## src/rtl/ofdm_framer_pkg.sv

```systemverilog
// Shared definitions for the OFDM cyclic-prefix framer.
// Holds the framer state enum, the settings-register offsets relative to the
// settings-bus base address, and the power-up values of the shadow settings.
package ofdm_framer_pkg;

  typedef enum logic [1:0] {
    StIdle,
    StOffset,
    StFrame,
    StGap
  } state_e;

  // Register offsets from SR_BASE.
  localparam int unsigned SR_FRAME_LEN  = 0;
  localparam int unsigned SR_GAP_LEN    = 1;
  localparam int unsigned SR_OFFSET     = 2;
  localparam int unsigned SR_MAX_FRAMES = 3;

  // Shadow register values after reset.
  localparam logic [15:0] RstFrameLen = 16'd64;
  localparam logic [15:0] RstGapLen   = 16'd16;
  localparam logic [15:0] RstOffset   = 16'd0;
  localparam logic [15:0] RstMaxFrame = 16'd1;

endpackage

```

## src/rtl/ofdm_cp_framer_if.sv

```systemverilog
// Stream interface of the OFDM cyclic-prefix framer.
// Carries the input AXI-stream (i_*, with i_ttrig sideband) and the output
// AXI-stream (o_*). The slave modport is the framer's view; the master modport
// is the view of the environment that feeds and drains it.
interface ofdm_cp_framer_if #(
  parameter int unsigned WIDTH = 32
) ();

  logic [WIDTH-1:0] i_tdata;
  logic             i_ttrig;
  logic             i_tlast;
  logic             i_tvalid;
  logic             i_tready;

  logic [WIDTH-1:0] o_tdata;
  logic             o_tlast;
  logic             o_tvalid;
  logic             o_tready;

  modport master (
    output i_tdata, i_ttrig, i_tlast, i_tvalid,
    input  i_tready,
    input  o_tdata, o_tlast, o_tvalid,
    output o_tready
  );

  modport slave (
    input  i_tdata, i_ttrig, i_tlast, i_tvalid,
    output i_tready,
    output o_tdata, o_tlast, o_tvalid,
    input  o_tready
  );

endinterface

```

## src/rtl/setting_reg.sv

```systemverilog
// Single settings-bus register.
// Captures the low Width bits of the settings data when the strobe is high and
// the address matches MyAddr; holds AtReset after a synchronous reset.
// Ports: clk_i, rst_i (sync, active-high), strobe_i, addr_i[7:0], in_i[31:0],
//        out_o[Width-1:0] (current register value).
module setting_reg #(
  parameter int unsigned      Width   = 16,
  parameter logic [7:0]       MyAddr  = 8'd0,
  parameter logic [Width-1:0] AtReset = '0
) (
  input  logic             clk_i,
  input  logic             rst_i,
  input  logic             strobe_i,
  input  logic [7:0]       addr_i,
  input  logic [31:0]      in_i,
  output logic [Width-1:0] out_o
);

  logic [Width-1:0] out_d, out_q;

  always_comb begin
    out_d = out_q;
    if (strobe_i && (addr_i == MyAddr)) begin
      out_d = in_i[Width-1:0];
    end
  end

  always_ff @(posedge clk_i) begin
    if (rst_i) begin
      out_q <= AtReset;
    end else begin
      out_q <= out_d;
    end
  end

  assign out_o = out_q;

  // Upper data bits are ignored when Width < 32.
  logic unused_in;
  assign unused_in = ^in_i;

endmodule

```

## src/rtl/ofdm_cp_framer.sv

```systemverilog
// OFDM cyclic-prefix framer.
// Waits for a trigger sample, drops `offset` samples, then passes frames of
// frame_len samples separated by gap_len dropped samples, max_frames times.
// Frame samples pass through combinationally; everything else is discarded.
// Ports: clk, reset (sync, active-high); set_stb/set_addr/set_data settings bus;
//        axis (stream interface, slave view); busy (not idle);
//        frame_cnt (frames completed since the last accepted trigger).
module ofdm_cp_framer
  import ofdm_framer_pkg::*;
#(
  parameter int unsigned WIDTH   = 32,
  parameter int unsigned SR_BASE = 16
) (
  input  logic                   clk,
  input  logic                   reset,
  input  logic                   set_stb,
  input  logic [7:0]             set_addr,
  input  logic [31:0]            set_data,
  ofdm_cp_framer_if.slave        axis,
  output logic                   busy,
  output logic [15:0]            frame_cnt
);

  // Shadow settings, written from the bus at any time.
  logic [15:0] sh_flen, sh_gap, sh_off, sh_max;

  setting_reg #(
    .Width  (16),
    .MyAddr (8'(SR_BASE + SR_FRAME_LEN)),
    .AtReset(RstFrameLen)
  ) u_sr_frame_len (
    .clk_i   (clk),
    .rst_i   (reset),
    .strobe_i(set_stb),
    .addr_i  (set_addr),
    .in_i    (set_data),
    .out_o   (sh_flen)
  );

  setting_reg #(
    .Width  (16),
    .MyAddr (8'(SR_BASE + SR_GAP_LEN)),
    .AtReset(RstGapLen)
  ) u_sr_gap_len (
    .clk_i   (clk),
    .rst_i   (reset),
    .strobe_i(set_stb),
    .addr_i  (set_addr),
    .in_i    (set_data),
    .out_o   (sh_gap)
  );

  setting_reg #(
    .Width  (16),
    .MyAddr (8'(SR_BASE + SR_OFFSET)),
    .AtReset(RstOffset)
  ) u_sr_offset (
    .clk_i   (clk),
    .rst_i   (reset),
    .strobe_i(set_stb),
    .addr_i  (set_addr),
    .in_i    (set_data),
    .out_o   (sh_off)
  );

  setting_reg #(
    .Width  (16),
    .MyAddr (8'(SR_BASE + SR_MAX_FRAMES)),
    .AtReset(RstMaxFrame)
  ) u_sr_max_frames (
    .clk_i   (clk),
    .rst_i   (reset),
    .strobe_i(set_stb),
    .addr_i  (set_addr),
    .in_i    (set_data),
    .out_o   (sh_max)
  );

  state_e      state_d, state_q;
  logic [15:0] cnt_d, cnt_q;      // position within the current offset/frame/gap
  logic [15:0] fcnt_d, fcnt_q;
  logic [15:0] flen_d, flen_q;    // working copies, frozen for a whole burst
  logic [15:0] gap_d, gap_q;
  logic [15:0] off_d, off_q;
  logic [15:0] max_d, max_q;
  logic [15:0] fcnt_inc;
  logic        in_ready, out_valid, out_last;

  assign fcnt_inc = (fcnt_q == 16'hFFFF) ? fcnt_q : fcnt_q + 16'd1;

  always_comb begin
    state_d   = state_q;
    cnt_d     = cnt_q;
    fcnt_d    = fcnt_q;
    flen_d    = flen_q;
    gap_d     = gap_q;
    off_d     = off_q;
    max_d     = max_q;
    in_ready  = 1'b1;
    out_valid = 1'b0;
    out_last  = 1'b0;

    unique case (state_q)
      StIdle: begin
        if (axis.i_tvalid && axis.i_ttrig && (sh_max != 16'd0)) begin
          flen_d  = (sh_flen == 16'd0) ? 16'd1 : sh_flen;
          gap_d   = sh_gap;
          off_d   = sh_off;
          max_d   = sh_max;
          fcnt_d  = 16'd0;
          cnt_d   = 16'd0;
          state_d = (sh_off == 16'd0) ? StFrame : StOffset;
        end
      end

      StOffset: begin
        if (axis.i_tvalid) begin
          if (cnt_q == off_q - 16'd1) begin
            cnt_d   = 16'd0;
            state_d = StFrame;
          end else begin
            cnt_d = cnt_q + 16'd1;
          end
        end
      end

      StFrame: begin
        in_ready  = axis.o_tready;
        out_valid = axis.i_tvalid;
        out_last  = (cnt_q == flen_q - 16'd1);
        if (axis.i_tvalid && axis.o_tready) begin
          cnt_d = cnt_q + 16'd1;
          if (out_last) begin
            cnt_d  = 16'd0;
            fcnt_d = fcnt_inc;
            if (fcnt_inc == max_q) begin
              state_d = StIdle;
            end else if (gap_q != 16'd0) begin
              state_d = StGap;
            end
          end
        end
      end

      StGap: begin
        if (axis.i_tvalid) begin
          if (cnt_q == gap_q - 16'd1) begin
            cnt_d   = 16'd0;
            state_d = StFrame;
          end else begin
            cnt_d = cnt_q + 16'd1;
          end
        end
      end

      default: state_d = StIdle;
    endcase
  end

  always_ff @(posedge clk) begin
    if (reset) begin
      state_q <= StIdle;
      cnt_q   <= 16'd0;
      fcnt_q  <= 16'd0;
      flen_q  <= RstFrameLen;
      gap_q   <= RstGapLen;
      off_q   <= RstOffset;
      max_q   <= RstMaxFrame;
    end else begin
      state_q <= state_d;
      cnt_q   <= cnt_d;
      fcnt_q  <= fcnt_d;
      flen_q  <= flen_d;
      gap_q   <= gap_d;
      off_q   <= off_d;
      max_q   <= max_d;
    end
  end

  logic [WIDTH-1:0] pass_data;
  assign pass_data     = axis.i_tdata;
  assign axis.o_tdata  = pass_data;
  assign axis.o_tvalid = out_valid;
  assign axis.o_tlast  = out_last;
  assign axis.i_tready = in_ready;

  assign busy      = (state_q != StIdle);
  assign frame_cnt = fcnt_q;

  // Frame boundaries come from frame_len, never from the upstream tlast.
  logic unused_tlast;
  assign unused_tlast = axis.i_tlast;

endmodule

```

## src/flat_wrapper.sv

```systemverilog
// flat-port wrapper written by rule: the top's interface ports become plain ports
module ofdm_cp_framer_flat import ofdm_framer_pkg::*;
#(
  parameter int unsigned WIDTH   = 32,
  parameter int unsigned SR_BASE = 16
)
  (clk, reset, set_stb, set_addr, set_data, busy, frame_cnt, axis_i_tdata, axis_i_ttrig, axis_i_tlast, axis_i_tvalid, axis_i_tready, axis_o_tdata, axis_o_tlast, axis_o_tvalid, axis_o_tready);
  ofdm_cp_framer_if #(.WIDTH(WIDTH)) axis_i ();
  input  logic clk;
  input  logic reset;
  input  logic set_stb;
  input  logic [7:0] set_addr;
  input  logic [31:0] set_data;
  output logic busy;
  output logic [15:0] frame_cnt;
  input wire logic [$bits(axis_i.i_tdata)-1:0] axis_i_tdata;
  input wire logic [$bits(axis_i.i_ttrig)-1:0] axis_i_ttrig;
  input wire logic [$bits(axis_i.i_tlast)-1:0] axis_i_tlast;
  input wire logic [$bits(axis_i.i_tvalid)-1:0] axis_i_tvalid;
  output wire logic [$bits(axis_i.i_tready)-1:0] axis_i_tready;
  output wire logic [$bits(axis_i.o_tdata)-1:0] axis_o_tdata;
  output wire logic [$bits(axis_i.o_tlast)-1:0] axis_o_tlast;
  output wire logic [$bits(axis_i.o_tvalid)-1:0] axis_o_tvalid;
  input wire logic [$bits(axis_i.o_tready)-1:0] axis_o_tready;
  assign axis_i.i_tdata = axis_i_tdata;
  assign axis_i.i_ttrig = axis_i_ttrig;
  assign axis_i.i_tlast = axis_i_tlast;
  assign axis_i.i_tvalid = axis_i_tvalid;
  assign axis_i_tready = axis_i.i_tready;
  assign axis_o_tdata = axis_i.o_tdata;
  assign axis_o_tlast = axis_i.o_tlast;
  assign axis_o_tvalid = axis_i.o_tvalid;
  assign axis_i.o_tready = axis_o_tready;
  ofdm_cp_framer #(.WIDTH(WIDTH), .SR_BASE(SR_BASE)) u_core (.clk(clk), .reset(reset), .set_stb(set_stb), .set_addr(set_addr), .set_data(set_data), .axis(axis_i), .busy(busy), .frame_cnt(frame_cnt));
endmodule
```

## config.mk

```make
export PLATFORM = sky130hd
export DESIGN_NAME = ofdm_cp_framer_flat
export DESIGN_NICKNAME = d
export VERILOG_FILES = /design/src/rtl/ofdm_framer_pkg.sv /design/src/rtl/ofdm_cp_framer_if.sv /design/src/rtl/setting_reg.sv /design/src/rtl/ofdm_cp_framer.sv /design/src/flat_wrapper.sv
export SDC_FILE = /design/constraint.sdc
export NUM_CORES = 1
export LEC_CHECK = 0
export ABC_AREA = 0
export BUFFER_PORTS_ARGS = -buffer_cell sky130_fd_sc_hd__buf_2
export CAP_MARGIN = 0
export CELL_PAD_IN_SITES_DETAIL_PLACEMENT = 1
export CELL_PAD_IN_SITES_GLOBAL_PLACEMENT = 2
export CORE_ASPECT_RATIO = 1.1
export CORE_MARGIN = 2
export CORE_UTILIZATION = 33
export DETAILED_ROUTE_END_ITERATION = 6
export PLACE_DENSITY = 0.86
export REMOVE_ABC_BUFFERS = 1
export SLEW_MARGIN = 10
export SYNTH_ARGS = -nofsm -noshare
export SYNTH_HDL_FRONTEND = slang
export SYNTH_SLANG_ARGS = --single-unit
export TNS_END_PERCENT = 30
```

## constraint.sdc

```tcl
create_clock -name clk -period 4.3 [get_ports clk]
set_input_delay 0.43 -clock clk [delete_from_list [all_inputs] [get_ports clk]]
set_output_delay 0.43 -clock clk [all_outputs]
set_load 0.1 [all_outputs]
```

==> results of run 1 <==
[state kept, by name, indices dropped and copies added, names as in the netlist]
| name | flops |
|---|---|
| u_core.u_sr_offset.out_o | 16 |
| u_core.max_q | 16 |
| u_core.flen_q | 16 |
| u_core.off_q | 16 |
| u_core.cnt_q | 16 |
| u_core.u_sr_max_frames.out_o | 16 |
| u_core.frame_cnt | 16 |
| u_core.state_q | 2 |
| u_core.u_sr_gap_len.out_o | 16 |
| u_core.gap_q | 16 |
| u_core.u_sr_frame_len.out_o | 16 |
[worst paths after layout]
check | slack [ps] | cells after the start | endpoint | from
worst max-delay path | 420 | 10 | axis_o_tlast | u_core.flen_q[0]$_SDFFE_PP0P_
worst min-delay path | 300 | 3 | u_core.u_sr_gap_len.out_o[8]$_SDFFE_PP0P_ | set_data[8]
worst max register to register | 630 | 11 | u_core.state_q[1]$_SDFFE_PP0P_ | u_core.frame_cnt[0]$_SDFFE_PP0P_
worst min register to register | 450 | 2 | u_core.gap_q[0]$_SDFFE_PP0P_ | u_core.u_sr_gap_len.out_o[0]$_SDFFE_PP0P_
[critical path, delay by kind of cell, from the launching register on]
kind                     cells  cell delay, ps
AND/OR/NAND/NOR              3             950
buffers and inverters        3             750
AO/OA/AOI/OAI                2             610
flip-flops                   1             360
adder cells (fa/ha/maj)      1             230
XOR/XNOR                     1             120
[cells in the mapped netlist (24+ instances only)]
master	count	area (um^2)
buf_4	33	248
nand4_1	24	150
nor4_1	26	163
xnor2_1	48	420
clkbuf_1	73	274
xor2_1	26	228
o21ai_0	32	160
dfxtp_1	162	3240
nand2_1	289	1080
nor2_1	45	169
a21oi_1	155	776
nand3_1	30	150
nor3_1	34	170
[stage by stage]
step                area, um^2   util  std cells
floorplan                 8360      -       1082
global placement          9220  0.344       1509
detailed placement        9220  0.344       1509
CTS                       9820  0.366       1540
global route              9820  0.366       1540
finish                    9820  0.366       1540
[cell type report]
type                    count  area (um^2)
clock buffers              21          450
clock inverters            10          149
fillers                  3358        17000
inverters                  15         56.3
multi-input cells         905         5060
flip-flops and latches    162         3240
well taps                 357          447
repair buffers             70          405
[per-layer routing]
layer,vias up,part of all wire
met2,164,0.45
met5,-,0
li1,4095,-
met4,0,0.012
met3,25,0.045
met1,4122,0.49
[cell families (layout without fill, tap and decap cells)]
kind of cell | after synthesis | after routing | synth area share
and+or+nand+nor | 549 | 549 | 0.296
AOI/OAI and AO/OA | 271 | 271 | 0.184
DFF | 162 | 162 | 0.363
buffers and inverters | 129 | 116 | 0.0697
xor gates and xnor gates | 74 | 74 | 0.0726
muxes | 6 | 6 | 0.00701
adders and majority gates | 5 | 5 | 0.00701
[power by group through the flow]
stage | clock network [mW] | registers [mW] | logic (mW)
6_report | 1.58 | 1.52 | 0.277
5_1_grt | 1.67 | 1.52 | 0.302
4_1_cts | 1.61 | 1.52 | 0.281
3_5_place_dp | 0 | 1.55 | 0.280
3_3_place_gp | 0 | 1.55 | 0.275
2_1_floorplan | 0 | 1.55 | 0.156
==> summary.txt, run 1 <==
Cells and area
  – Share of layout cells above drive strength 1: 0.101
  – NumNets Final: 1,255
  – Commonest cells after routing, fill and taps aside: nand2_1 (289), dfxtp_1 (162), a21oi_1 (155)
  – Leading cell type in the layout, fill and taps excluded: nand2_1
  – Layout area overhead: 10.0%
  – Number of inserted diodes: 0

Place
  – DPL Wire Length: 21,000 um
  – GP Congestion: 0.843
  – Setup WS pre-CTS: 681 ps
  – Port bufs: 49

Die
  – I/O Pins: 131
  – CORE AREA: 0.0268 mm^2
  – Die width: 161 um
  – Die ar.: 0.0284 mm^2
  – Starting density of the core: 0.333
  – Site row count: 63
  – Vert. Die Dim: 176 um

Routing
  – Vias per cell: 5.46
  – DRC violations left: 0
  – 1st-iter DRT viols: 542
  – Post-route ant nets: 0
  – Drt pass-1 iters: 5
  – Total wire length: 29,200 um
  – Routed via count: 8,406
  – Mean routed wirelength per cell: 18.9 um

Power and ir drop
  – P_leak: 3.35 nW
  – Seq pwr share: 0.450
  – Worst VDD drop: 0.187 mV
  – PnR Total Power: 3.38 mW
  – Gate power share: 0.082
  – Internal Power: 2.52 mW
  – Psw: 0.855 mW
  – Switching share of power: 0.253
  – Clock share of power: 0.468
  – Pwr dens: 344 mW/mm^2

Critical path
  – CP max stage delay: 420 ps
  – Arr. time, crit path: 3450 ps
  – Startpoint class of the critical path: flop
  – Crit path max-delay cell type: nor4b_4
  – Crit-path cells: inv_1 -> ha_1 -> nor4b_4 -> xnor2_1 -> or4_1 -> a22o_1 -> a2111oi_4 -> buf_4 -> and2_1 -> buf_2
  – Worst setup path category: flop to primary output
  – Crit path max fanout: 6
  – Worst setup EP type: primary output
  – WP data required: 3870 ps

Global route
  – First-pass GRT wire length: 45,500 um
  – GR peak layer: met2
  – Initial antenna violation count: 0
  – GR Layer Usage met2: 0.324
  – GR Util met3: 0.0456
  – Largest net degree at the start of global routing: 100
  – Grt ovf: 0
  – Met1 GRT Util: 0.282
  – Number of global-route vias before repair: 8,017
  – GRT Overall Usage: 0.204

Clock tree
  – Post-CTS Hold Buffers: 0
  – # resized after CTS: 0
  – CTS sink count: 162
  – Clock Tree Buf Depth: 2
  – Clock Latency Late Sink: 430 ps
  – CTS tree: done
  – Root buf cell: clkbuf_16
  – Clk pin slew, worst setup/hold paths: 60 ps
  – H-tree levels: 4
  – Setup Fix Bufs, Post-CTS: 0
  – Total CTS buffers: 17

Timing
  – Setup WS post-layout: 418 ps
  – RSZ-0062 raised after global routing: no
  – Final Setup Violations: 0
  – Final hold viol count: 0
  – Min Hold Slack: 296 ps
  – Min Tclk post-route: 3880 ps
  – Worst Max-Slew Pin Slew: 1130 ps
  – Period Utilization, post-route: 0.903
  – Tightest slew margin relative to the limit: 0.242
  – Final Max Slew Viols: 0
  – Setup_tns: 0 ps
  – Clock Skew: 15.0 ps
  – Fmax: 258 MHz

Yosys
  – Yosys warning count: 0
  – Netlist cell types: 77
  – Avg Cell Area, Syn: 7.46 um^2
  – Cells after Synth: 1,196
  – Seq/Total Area, Yosys: 0.363
  – Top FF cell, synth: dfxtp_1
  – Post-synth EDFFs: 0
  – Mapped Area: 0.00892 mm^2
  – FFs w/ async S/R, synth: 0
  – Flops & latches, synth: 162

Run status
  – Status: finished clean

Flow run
  – Max capacitance violation total: 0

Worst hold path
  – Path category of the worst min-delay check: input pin to flop
Note: power is estimated with default switching activity, not from simulation.
==> run 2, diff against run 1 <==
CORE_UTILIZATION = 36   (was 33)
PLACE_DENSITY = 0.93   (was 0.86)
clock period = 4.9 ns   (was 4.3 ns; I/O delays follow)
==> summary.txt, run 2 (synthesis gave the netlist of run 1 again) <==
Routing
  – 1st-iter DRT viols: 562 (+3.7%)
  – Post-route ant nets: 0 (unchanged)
  – Mean routed wirelength per cell: 19.3 um (+2.1%)
  – Drt pass-1 iters: 5 (unchanged)
  – DRC violations left: 0 (unchanged)
  – Vias per cell: 5.63 (+3.1%)
  – Routed via count: 8,346 (-0.71%)
  – Total wire length: 28,700 um (-1.6%)

Cells and area
  – Post-Layout Cell Count: 1,483 (-3.7%)
  – Layout area overhead: 8.55%
  – Number of inserted diodes: 0 (unchanged)
  – Share of layout cells above drive strength 1: 0.0963 (-0.00510)
  – Commonest cells after routing, fill and taps aside: nand2_1 (289), dfxtp_1 (162), a21oi_1 (155)
  – Fin area: 0.00969 mm^2 (-1.3%)
  – Fin util: 0.397 (+0.0307)
  – Leading cell type in the layout, fill and taps excluded: nand2_1
  – NumNets Final: 1,244 (-0.88%)
  – Multi-input logic area: 0.00506 mm^2 (unchanged)
  – Storage cell area: 0.00324 mm^2 (unchanged)
  – # fillers: 2,997 (-11%)

Timing
  – RSZ-0062 raised after global routing: no
  – Final hold viol count: 0 (unchanged)
  – Final Max Slew Viols: 0 (unchanged)
  – Final Setup Violations: 0 (unchanged)
  – Clock Skew: 13.1 ps (-1.93 ps)
  – Min Tclk post-route: 4140 ps
  – Period Utilization, post-route: 0.845
  – Tightest slew margin relative to the limit: 0.218 (-0.0245)
  – Worst Max-Slew Pin Slew: 1170 ps (+35.0 ps)
  – Fmax: 242 MHz
  – Setup_tns: 0 ps (unchanged)
  – Setup WS post-layout: 760 ps (+342 ps)

Critical path
  – Worst setup path category: flop to primary output
  – Crit path max fanout: 6 (unchanged)
  – Worst setup EP type: primary output
  – Reg-to-reg slack, setup: 940 ps (+310 ps)
  – Startpoint class of the critical path: flop
  – WP data required: 4410 ps (+540 ps)
  – Arr. time, crit path: 3650 ps (+200 ps)

Die
  – Vert. Die Dim: 169 um (-4.2%)
  – Site row count: 60 (-4.8%)
  – Die ar.: 0.0261 mm^2 (-8.1%)
  – CORE AREA: 0.0244 mm^2 (-9.0%)
  – Starting density of the core: 0.366 (+0.0328)
  – I/O Pins: 131 (unchanged)
  – Die width: 154 um (-4.2%)

Clock tree
  – Root buf cell: clkbuf_16
  – Setup Fix Bufs, Post-CTS: 0 (unchanged)
  – H-tree levels: 4 (unchanged)
  – CTS tree: done
  – CTS sink count: 162 (unchanged)
  – Post-CTS Hold Buffers: 0 (unchanged)
  – Clock Tree Buf Depth: 2 (unchanged)
  – Clock Latency Late Sink: 440 ps (about the same)
  – Total CTS buffers: 17 (unchanged)
  – # resized after CTS: 0 (unchanged)
  – Clk pin slew, worst setup/hold paths: 70 ps (about the same)

Global route
  – Initial antenna violation count: 0 (unchanged)
  – Grt ovf: 0 (unchanged)
  – Largest net degree at the start of global routing: 98 (-2.0%)
  – GRT Overall Usage: 0.221 (+0.0170)
  – Number of global-route vias before repair: 8,102 (+1.1%)
  – First-pass GRT wire length: 46,100 um (+1.2%)

Power and ir drop
  – Clock share of power: 0.463 (-0.005)
  – Seq pwr share: 0.455 (+0.005)
  – Internal Power: 2.08 mW (-18%)
  – Psw: 0.849 mW (-0.63%)
  – Gate power share: 0.082 (about the same)
  – Pwr dens: 302 mW/mm^2 (-12%)
  – Switching share of power: 0.290 (+0.0368)
  – Worst VDD drop: 0.229 mV (+22%)
  – P_leak: 3.30 nW (-1.6%)

Run status
  – Status: finished clean

Place
  – Placed insts: 1,451 (-3.8%)
  – Setup WS pre-CTS: 1040 ps (+356 ps)
  – Port bufs: 49 (unchanged)
  – Dpl cell area: 0.00907 mm^2 (-1.5%)
  – GP Congestion: 0.851 (+0.96%)
  – DPL Wire Length: 20,300 um (-3.7%)

Worst hold path
  – Path category of the worst min-delay check: input pin to flop

Flow run
  – Max capacitance violation total: 0 (unchanged)
-- run 2: area by class of cell --
class | count | area share
tap | 310 | 0.0400
timing repair buffer | 59 | 0.0333
sequential | 162 | 0.335
inverter | 15 | 0.00581
clock buffer | 17 | 0.0439
clock inverter | 15 | 0.0191
multi-input combinational | 905 | 0.523
-- run 2: worst paths after layout --
path / start / endpoint / cells past startpoint
worst max register to register: u_core.frame_cnt[0]$_SDFFE_PP0P_ / u_core.state_q[1]$_SDFFE_PP0P_ / 12
worst max-delay path: u_core.flen_q[0]$_SDFFE_PP0P_ / axis_o_tlast / 9
worst min-delay path: set_data[9] / u_core.u_sr_gap_len.out_o[9]$_SDFFE_PP0P_ / 3
worst min register to register: u_core.u_sr_gap_len.out_o[15]$_SDFFE_PP0P_ / u_core.gap_q[15]$_SDFFE_PP0P_ / 2
-- run 2: power groups by stage --
stage	clock network [mW]	registers, mW	logic (mW)
2_1_floorplan	0	1.36	0.137
5_1_grt	1.44	1.33	0.262
4_1_cts	1.38	1.33	0.241
3_5_place_dp	0	1.36	0.240
6_report	1.36	1.33	0.240
3_3_place_gp	0	1.36	0.237
-- run 2: metal layers --
metal / vias to the layer above / routed length, um / GRT usage
met5: - / 0 / 0.00762
met3: 21 / 1420 / 0.0471
met2: 180 / 13000 / 0.343
li1: 4082 / - / -
met1: 4063 / 13900 / 0.316
met4: 0 / 350 / 0.0492
-- run 2: critical path, stage by stage, from the launching register on --
cell and delay, ps:
dfxtp_1 360, inv_1 110, ha_1 230, nor4b_4 430
xnor2_1 150, or4_1 410, a22o_1 270, a2111oi_4 610
and2_1 220, buf_2 430
-- run 2: metrics by stage --
| stage | hold slack (ps) | power (mW) |
|---|---|---|
| after floorplan | 425 | 1.50 |
| after global placement | 438 | 1.60 |
| after detailed placement | 446 | 1.60 |
| after CTS | 326 | 2.95 |
| after global routing | 336 | 3.03 |
| final | 332 | 2.93 |
